$ cat src/rtl/pc_seq.sv
`default_nettype none
// ============================================================================
//  Module   : pc_seq
//  Purpose  : Program-counter sequencer. Owns the PC and IR registers and
//             drives the MPC select code. It handles the reset-vector fetch,
//             instruction-word fetches with PC+2 increment and bounded wait,
//             and jump loads from CALC_OUT.
//  Revision : 1.0 - initial release
// ============================================================================
module pc_seq #(
  parameter logic [15:0] RESET_VECTOR = 16'hFFFE,
  parameter int          MAX_WAIT     = 15
) (
  input  logic        clk,
  input  logic        rst_n,
  input  logic        fetch_req,
  input  logic        jump_req,
  input  logic [15:0] CALC_OUT,
  input  logic [15:0] MDB,
  input  logic        mem_rdy,
  output logic [15:0] MAB,
  output logic        mem_rd,
  output logic [2:0]  MPC,
  output logic [15:0] PC,
  output logic [15:0] IR,
  output logic        ir_valid,
  output logic        busy,
  output logic        fault
);

  // Sequencer states
  localparam logic [1:0] S_RST_VEC = 2'd0;
  localparam logic [1:0] S_IDLE    = 2'd1;
  localparam logic [1:0] S_FETCH   = 2'd2;

  // PC source select codes (4-7 are reserved and never produced)
  localparam logic [2:0] c_mpc_hold = 3'd0;
  localparam logic [2:0] c_mpc_inc  = 3'd1;
  localparam logic [2:0] c_mpc_mdb  = 3'd2;
  localparam logic [2:0] c_mpc_calc = 3'd3;

  // A fetch times out on the cycle the wait count would reach MAX_WAIT,
  // i.e. after exactly MAX_WAIT FETCH cycles without mem_rdy.
  localparam logic [7:0] c_wait_last = 8'(MAX_WAIT - 1);

  logic [1:0]  r_state;
  logic [15:0] r_pc;
  logic [15:0] r_ir;
  logic [7:0]  r_wait_cnt;
  logic        r_ir_valid;
  logic        r_fault;

  logic [2:0]  w_mpc;
  logic [15:0] w_mab;
  logic        w_mem_rd;
  logic        w_busy;
  logic        w_timeout;

  // Bus strobes and PC-source select decoded from state and mem_rdy; the
  // bus-facing outputs are forced quiet while reset is asserted.
  always_comb begin
    w_mpc    = c_mpc_hold;
    w_mab    = r_pc;
    w_mem_rd = 1'b0;
    w_busy   = 1'b0;
    case (r_state)
      S_RST_VEC: begin
        w_mem_rd = 1'b1;
        w_mab    = RESET_VECTOR;
        w_busy   = 1'b1;
        if (mem_rdy) w_mpc = c_mpc_mdb;
      end
      S_IDLE: begin
        if (jump_req) w_mpc = c_mpc_calc;
      end
      S_FETCH: begin
        w_mem_rd = 1'b1;
        w_busy   = 1'b1;
        if (mem_rdy) w_mpc = c_mpc_inc;
      end
      default: begin
        w_mpc = c_mpc_hold;
      end
    endcase
    if (!rst_n) begin
      w_mpc    = c_mpc_hold;
      w_mab    = 16'h0000;
      w_mem_rd = 1'b0;
    end
  end

  assign w_timeout = (r_state == S_FETCH) && !mem_rdy && (r_wait_cnt == c_wait_last);

  // PC register: loaded from the source the MPC code selects; bit0 kept clear
  always_ff @(posedge clk or negedge rst_n) begin
    if (!rst_n) begin
      r_pc <= 16'h0000;
    end else begin
      case (w_mpc)
        c_mpc_inc:  r_pc <= r_pc + 16'd2;
        c_mpc_mdb:  r_pc <= MDB & 16'hFFFE;
        c_mpc_calc: r_pc <= CALC_OUT & 16'hFFFE;
        default:    r_pc <= r_pc;
      endcase
    end
  end

  // State machine, wait counter, IR capture and the one-cycle status pulses
  always_ff @(posedge clk or negedge rst_n) begin
    if (!rst_n) begin
      r_state    <= S_RST_VEC;
      r_ir       <= 16'h0000;
      r_wait_cnt <= 8'd0;
      r_ir_valid <= 1'b0;
      r_fault    <= 1'b0;
    end else begin
      r_ir_valid <= 1'b0;
      r_fault    <= 1'b0;
      case (r_state)
        S_RST_VEC: begin
          if (mem_rdy) r_state <= S_IDLE;
        end
        S_IDLE: begin
          // A jump completes in IDLE and takes priority over a fetch request
          if (!jump_req && fetch_req) begin
            r_state    <= S_FETCH;
            r_wait_cnt <= 8'd0;
          end
        end
        S_FETCH: begin
          if (mem_rdy) begin
            r_ir       <= MDB;
            r_ir_valid <= 1'b1;
            r_state    <= S_IDLE;
          end else if (w_timeout) begin
            r_fault <= 1'b1;
            r_state <= S_IDLE;
          end else begin
            r_wait_cnt <= r_wait_cnt + 8'd1;
          end
        end
        default: begin
          r_state <= S_RST_VEC;
        end
      endcase
    end
  end

  assign MAB      = w_mab;
  assign mem_rd   = w_mem_rd;
  assign MPC      = w_mpc;
  assign busy     = w_busy;
  assign PC       = r_pc;
  assign IR       = r_ir;
  assign ir_valid = r_ir_valid;
  assign fault    = r_fault;

endmodule
`default_nettype wire

$ cat config.mk
export PLATFORM = sky130hd
export DESIGN_NAME = pc_seq
export DESIGN_NICKNAME = d
export VERILOG_FILES = /design/src/rtl/pc_seq.sv
export SDC_FILE = /design/constraint.sdc
export NUM_CORES = 1
export LEC_CHECK = 0
export CAP_MARGIN = 30
export CORE_MARGIN = 2
export CORE_UTILIZATION = 45
export CTS_CLUSTER_SIZE = 8
export DETAILED_ROUTE_END_ITERATION = 10
export HOLD_SLACK_MARGIN = 0.02
export PLACE_DENSITY = 0.86
export SLEW_MARGIN = 20
export SYNTH_ARGS = -nofsm -noshare
export SYNTH_HDL_FRONTEND = slang
export SYNTH_SLANG_ARGS = --single-unit
$ cat constraint.sdc
create_clock -name clk -period 3.57 [get_ports clk]
set_input_delay 0.5355 -clock clk [delete_from_list [all_inputs] [get_ports clk]]
set_output_delay 0.5355 -clock clk [all_outputs]
set_load 0.03 [all_outputs]
## Yosys cells after proc, flatten, opt, wreduce, memory -nomap -nowiden

Index checks and enable logic that the tools add are counted.

- Logic and storage cells: 55
- Output and inout port bits: 55
- Input port bits: 37
- Memories: 0
- Bits in writable memories: 0
- Register bits after elaboration: 44
- Bits in latches: 0
- ROM bits: 0

- Reduce and logical (&&, ||, !) cells: 12
- Bitwise logic cells: 0
- Eq/ne operators: 11
- Div/mod/pow operators: 0
- Shift operators: 0
- Order comparisons: 0
- $add $sub $neg: 2
- Muxes and demuxes: 24
- $mul: 0

Operator list:

| kind | count |
|---|---|
| 16-bit one-hot mux with 3 select lines | 1 |
| 16-bit 2-to-1 mux | 2 |
| 8-bit 2-to-1 mux | 3 |
| 16-bit by 2-bit adder with 16-bit output (second input constant) | 1 |
| 8-bit one-hot mux with 2 select lines | 1 |
| 2-bit 2-to-1 mux | 6 |
| 3-bit one-hot mux with 3 select lines | 1 |
| 8-bit by 1-bit adder with 8-bit output (second input constant) | 1 |
| 8-bit by 4-bit == test with 1-bit output (second input constant) | 1 |
| 1-bit 2-to-1 mux | 8 |
| 2-bit inequality test (second input constant) | 4 |
| 3-bit by 2-bit == test with 1-bit output (second input constant) | 2 |
| 2-bit one-hot mux with 3 select lines | 1 |
| 4-bit AND reduction | 1 |
| 3-bit by 1-bit == test with 1-bit output (second input constant) | 1 |
| 1-bit logical AND | 3 |
| 3-bit 2-to-1 mux | 1 |
| 3-bit inequality test (second input constant) | 1 |
| 3-bit AND reduction | 1 |
| 3-bit nonzero test | 1 |
| 2-bit by 1-bit == test with 1-bit output (second input constant) | 1 |
| 2-bit == test (second input constant) | 1 |
| 1-bit zero test | 2 |
| 2-bit zero test | 1 |
| other kinds (3) | 3 |

## Logic depth before layout (Yosys ltp)

- Word-level depth: 6
- Depth in mapped cells: 7
- Gate-level depth less buffers: 6

## Worst setup path before layout

Ideal clock, no wire load.

- Path type: reg-to-output
- Start point: register r_state[0]
- End point: output port MAB[8]
- Path buffers: 2
- Arrival time: 1608 ps
- Path slack: 1427 ps
- Data required time: 3034 ps
- Cell stages (with the launch flop): 6
- Cells stage by stage: dfrtp_1 -> buf_4 -> nor2_1 -> clkbuf_1 -> nor2_1 -> nor2_1

- Cells in the longest elaborated chain, start to end: 3

RTL lines:

| element | RTL line | source |
|---|---|---|
| start: declaration | 46 | `logic [1:0] r_state;` |
| start signal: assignment | 111 | `r_state <= S_RST_VEC;` |
| start signal: assignment | 121 | `if (mem_rdy) r_state <= S_IDLE;` |
| start signal: assignment | 126 | `r_state <= S_FETCH;` |
| 2-bit zero test | 66 | `case (r_state)` |
| 16-bit 2-to-1 mux | 66 |  |
| 16-bit 2-to-1 mux | 85 | `if (!rst_n) begin` |
| end: declaration | 21 | `output logic [15:0] MAB,` |

No other way between the ends.

## Worst setup path in the final report

Ends and elaborated chain as after synthesis.

==> impl_metrics.env <==
export IMPL_fin_setup_tns_ns=0
export IMPL_criticalPathCategory="flip-flop to primary output"
export IMPL_wl_per_cell_um=15.6
export IMPL_synth_edf_count=0
export IMPL_tightestPinTransition_ns=0.732
export IMPL_synth_ff_type="dfrtp_1"
export IMPL_critPathMostFrequentCell="nor2_1"
export IMPL_synth_ff_latch_count=43
export IMPL_finalWeightedCongestion=0.894
export IMPL_grtUsageTotal_pct=22.9
export IMPL_p_int_uw=1560
export IMPL_drv_slew=0
export IMPL_drc_errors=0
export IMPL_cts_buffers=5
export IMPL_die_y_um=79.1
export IMPL_initial_core_util_pct=46.4
export IMPL_reg2reg_depth=7
export IMPL_finClkSkew_ns=0.00408
export IMPL_mostFrequentLayoutCell="clkdlybuf4s50_1"
export IMPL_clk_path_buf_depth=2
export IMPL_drv_cap=0
export IMPL_peakVddDrop_mv=0.422
export IMPL_swShare_pct=45.6
export IMPL_fillCellCount=491
export IMPL_finalHoldViolCount=0
export IMPL_io_buffers=87
export IMPL_slowest_delay_ns=0.69
export IMPL_hp_class="primary input to asynchronous set/reset pin"
export IMPL_num_io_pins=92
export IMPL_post_cts_setup_buffer_count=0
export IMPL_mostFrequentLayoutCells="85 x clkdlybuf4s50_1, 43 x dfrtp_1, 35 x nand2_1, 34 x nor2_1, 12 x a21oi_1"
export IMPL_power_leakage_uw=0.00154
export IMPL_worst_ep_arrival_time_ns=2.49
export IMPL_slew_headroom_pct=50.6
export IMPL_seqCellArea_mm2=0.00108
export IMPL_vias_per_cell=5.66
export IMPL_first_pass_iters=4
export IMPL_synth_area_mm2=0.00254
export IMPL_h_tree_depth=2
export IMPL_ant_nets=0
export IMPL_seq_power_share_pct=31.5
export IMPL_grt_pass1_wl_um=11500
export IMPL_dieArea_mm2=0.00626
export IMPL_cts_hold_buf=0
export IMPL_clock_power_share_pct=11.7
export IMPL_diodes=0
export IMPL_crit_path_end_kind="primary output"
export IMPL_crit_chain="nor2_1 -> buf_4 -> nor2_1 -> nor2_1 -> clkdlybuf4s50_1"
export IMPL_rsz0062_at_grt="false"
export IMPL_grt_overflow=0
export IMPL_numClockSinks=43
export IMPL_yosys_warnings=0
export IMPL_required_ns=3.03
export IMPL_period_share_pct=84.8
export IMPL_grt_pass1_vias=2319
export IMPL_setup_violations=0
export IMPL_combPwrFrac_pct=56.8
export IMPL_cts_resized=0
export IMPL_power_density_mw_per_mm2=804
export IMPL_p_sw_uw=1300
export IMPL_multi_input_area_mm2=0.00134
export IMPL_cp_slowest_cell="clkdlybuf4s50_1"
export IMPL_root_buffer="clkbuf_8"
export IMPL_path_delay_family="buffers and inverters"
export IMPL_critical_path_cell_count=5
export IMPL_die_x_um=79.1
export IMPL_ys_types=52
export IMPL_fin_util_pct=65.0
export IMPL_grt_max_degree=52
export IMPL_drive_gt1_share_pct=8.22
export IMPL_vias=2474
export IMPL_finalCriticalPeriod_ns=3.03
export IMPL_hpwl_um=5090
export IMPL_syn_inst=280
export IMPL_synth_seq_area_share_pct=42.4
export IMPL_antenna_found_initial=0
export IMPL_totalWireLength_um=6830
export IMPL_syn_avg_cell_area_um2=9.06
export IMPL_syn2layout_area_growth_pct=40.2
export IMPL_critPathLaunchType="flip-flop"
export IMPL_cts_tree="yes"
export IMPL_async_reset_ff_share_pct=100
export IMPL_clk_latency_ns=0.29
export IMPL_fmaxAchievable_ghz=0.330
export IMPL_crit_fanout=14
export IMPL_coreArea_mm2=0.00547
export IMPL_row_count=27
export IMPL_nets=404
export IMPL_worstPathBufferInverterCount=2
export IMPL_outcome="finished, final reports clean"
export IMPL_path_clk_slew_ns=0.08
export IMPL_drt_iter0_markers=186
cells by family after synthesis:
kind of cell	share of synthesized area, %
AND/OR/NAND/NOR	24.9
AO/OA/AOI/OAI	17.5
flip-flops	42.4
buffers and inverters	5.03
multiplexers	7.54
adder cells (fa/ha/maj)	1.48
XOR/XNOR	1.04
other	0.148
Yosys cell counts, types with 4 or more instances:
library cell | count | area share [%]
dfrtp_1 | 43 | 42
nand2_1 | 35 | 5.2
nor2_1 | 34 | 5.0
a21oi_1 | 12 | 2.4
nand3_1 | 10 | 2.0
mux2i_1 | 9 | 3.6
clkbuf_1 | 8 | 1.2
mux2_2 | 8 | 3.6
o21ai_0 | 8 | 1.6
inv_1 | 7 | 1.0
buf_2 | 6 | 1.2
nor2b_1 | 6 | 1.5
o211ai_1 | 6 | 1.8
or4_1 | 6 | 1.8
and2_1 | 5 | 1.2
and3_1 | 5 | 1.2
and4_1 | 5 | 1.7
a2bb2oi_1 | 4 | 1.4
a32oi_1 | 4 | 1.4
buf_4 | 4 | 1.2
nand4_1 | 4 | 0.99
o22ai_1 | 4 | 0.99
power by group through the flow:
stage	clock network [uW]	registers, uW	logic [uW]
6_report	334	901	1620
5_1_grt	367	937	1730
4_1_cts	347	896	1630
3_5_place_dp	0	902	1620
3_3_place_gp	0	889	1590
2_1_floorplan	0	1170	700
layer usage:
metal | up-vias | GRT usage, % | share of wire [%]
met3 | 8 | 4.89 | 6.5
met2 | 83 | 40.2 | 51
met4 | 0 | 3.79 | 0.63
li1 | 1174 | - | -
met5 | - | 0 | 0
met1 | 1209 | 29.7 | 42
state kept, by name, summed over array words and instances (netlist names):
register,flops
IR,16
PC,15
r_wait_cnt,8
r_state,2
fault,1
ir_valid,1
worst paths after layout:
path | from | endpoint | slack [ns]
worst max-delay path | r_state[0]$_DFFE_PN0P_ | MAB[8] | 0.54
worst min-delay path | rst_n | PC[2]$_DFFE_PN0P_ | 0.36
worst max register to register | r_wait_cnt[0]$_DFFE_PN0P_ | r_wait_cnt[5]$_DFFE_PN0P_ | 1.60
worst min register to register | IR[6]$_DFFE_PN0N_ | IR[6]$_DFFE_PN0N_ | 0.48
max in group asynchronous | rst_n | IR[1]$_DFFE_PN0N_ | 2.81
min in group clk | IR[6]$_DFFE_PN0N_ | IR[6]$_DFFE_PN0N_ | 0.48
worst register-to-register path, delay by kind of cell, from the launching register on:
family                     cells  cell delay, ns
DFF                            1            0.43
and+or+nand+nor                3            0.32
AOI/OAI and AO/OA              1            0.62
buffers and inverters          2            0.35
adders and majority gates      1            0.14
through the flow:
step                      power (uW)  setup slack [ns]  cell area [um2]  hold slack (ns)  instances
after floorplan                 1870              1.43             2540            0.240        282
after global placement          2480             0.655             3450            0.458        428
after detailed placement        2530             0.651             3460            0.461        429
after CTS                       2870             0.561             3560            0.380        437
after global routing            3040             0.417             3560            0.406        437
final                           2860             0.543             3560            0.362        437
layout make-up:
cell class	count	area share, %
sequential	43	30.2
timing repair buffer	94	25.7
tap	72	2.53
multi-input combinational	211	37.7
inverter	9	0.950
clock buffer	8	2.81
No activity file was read; power rests on OpenSTA's default activity.
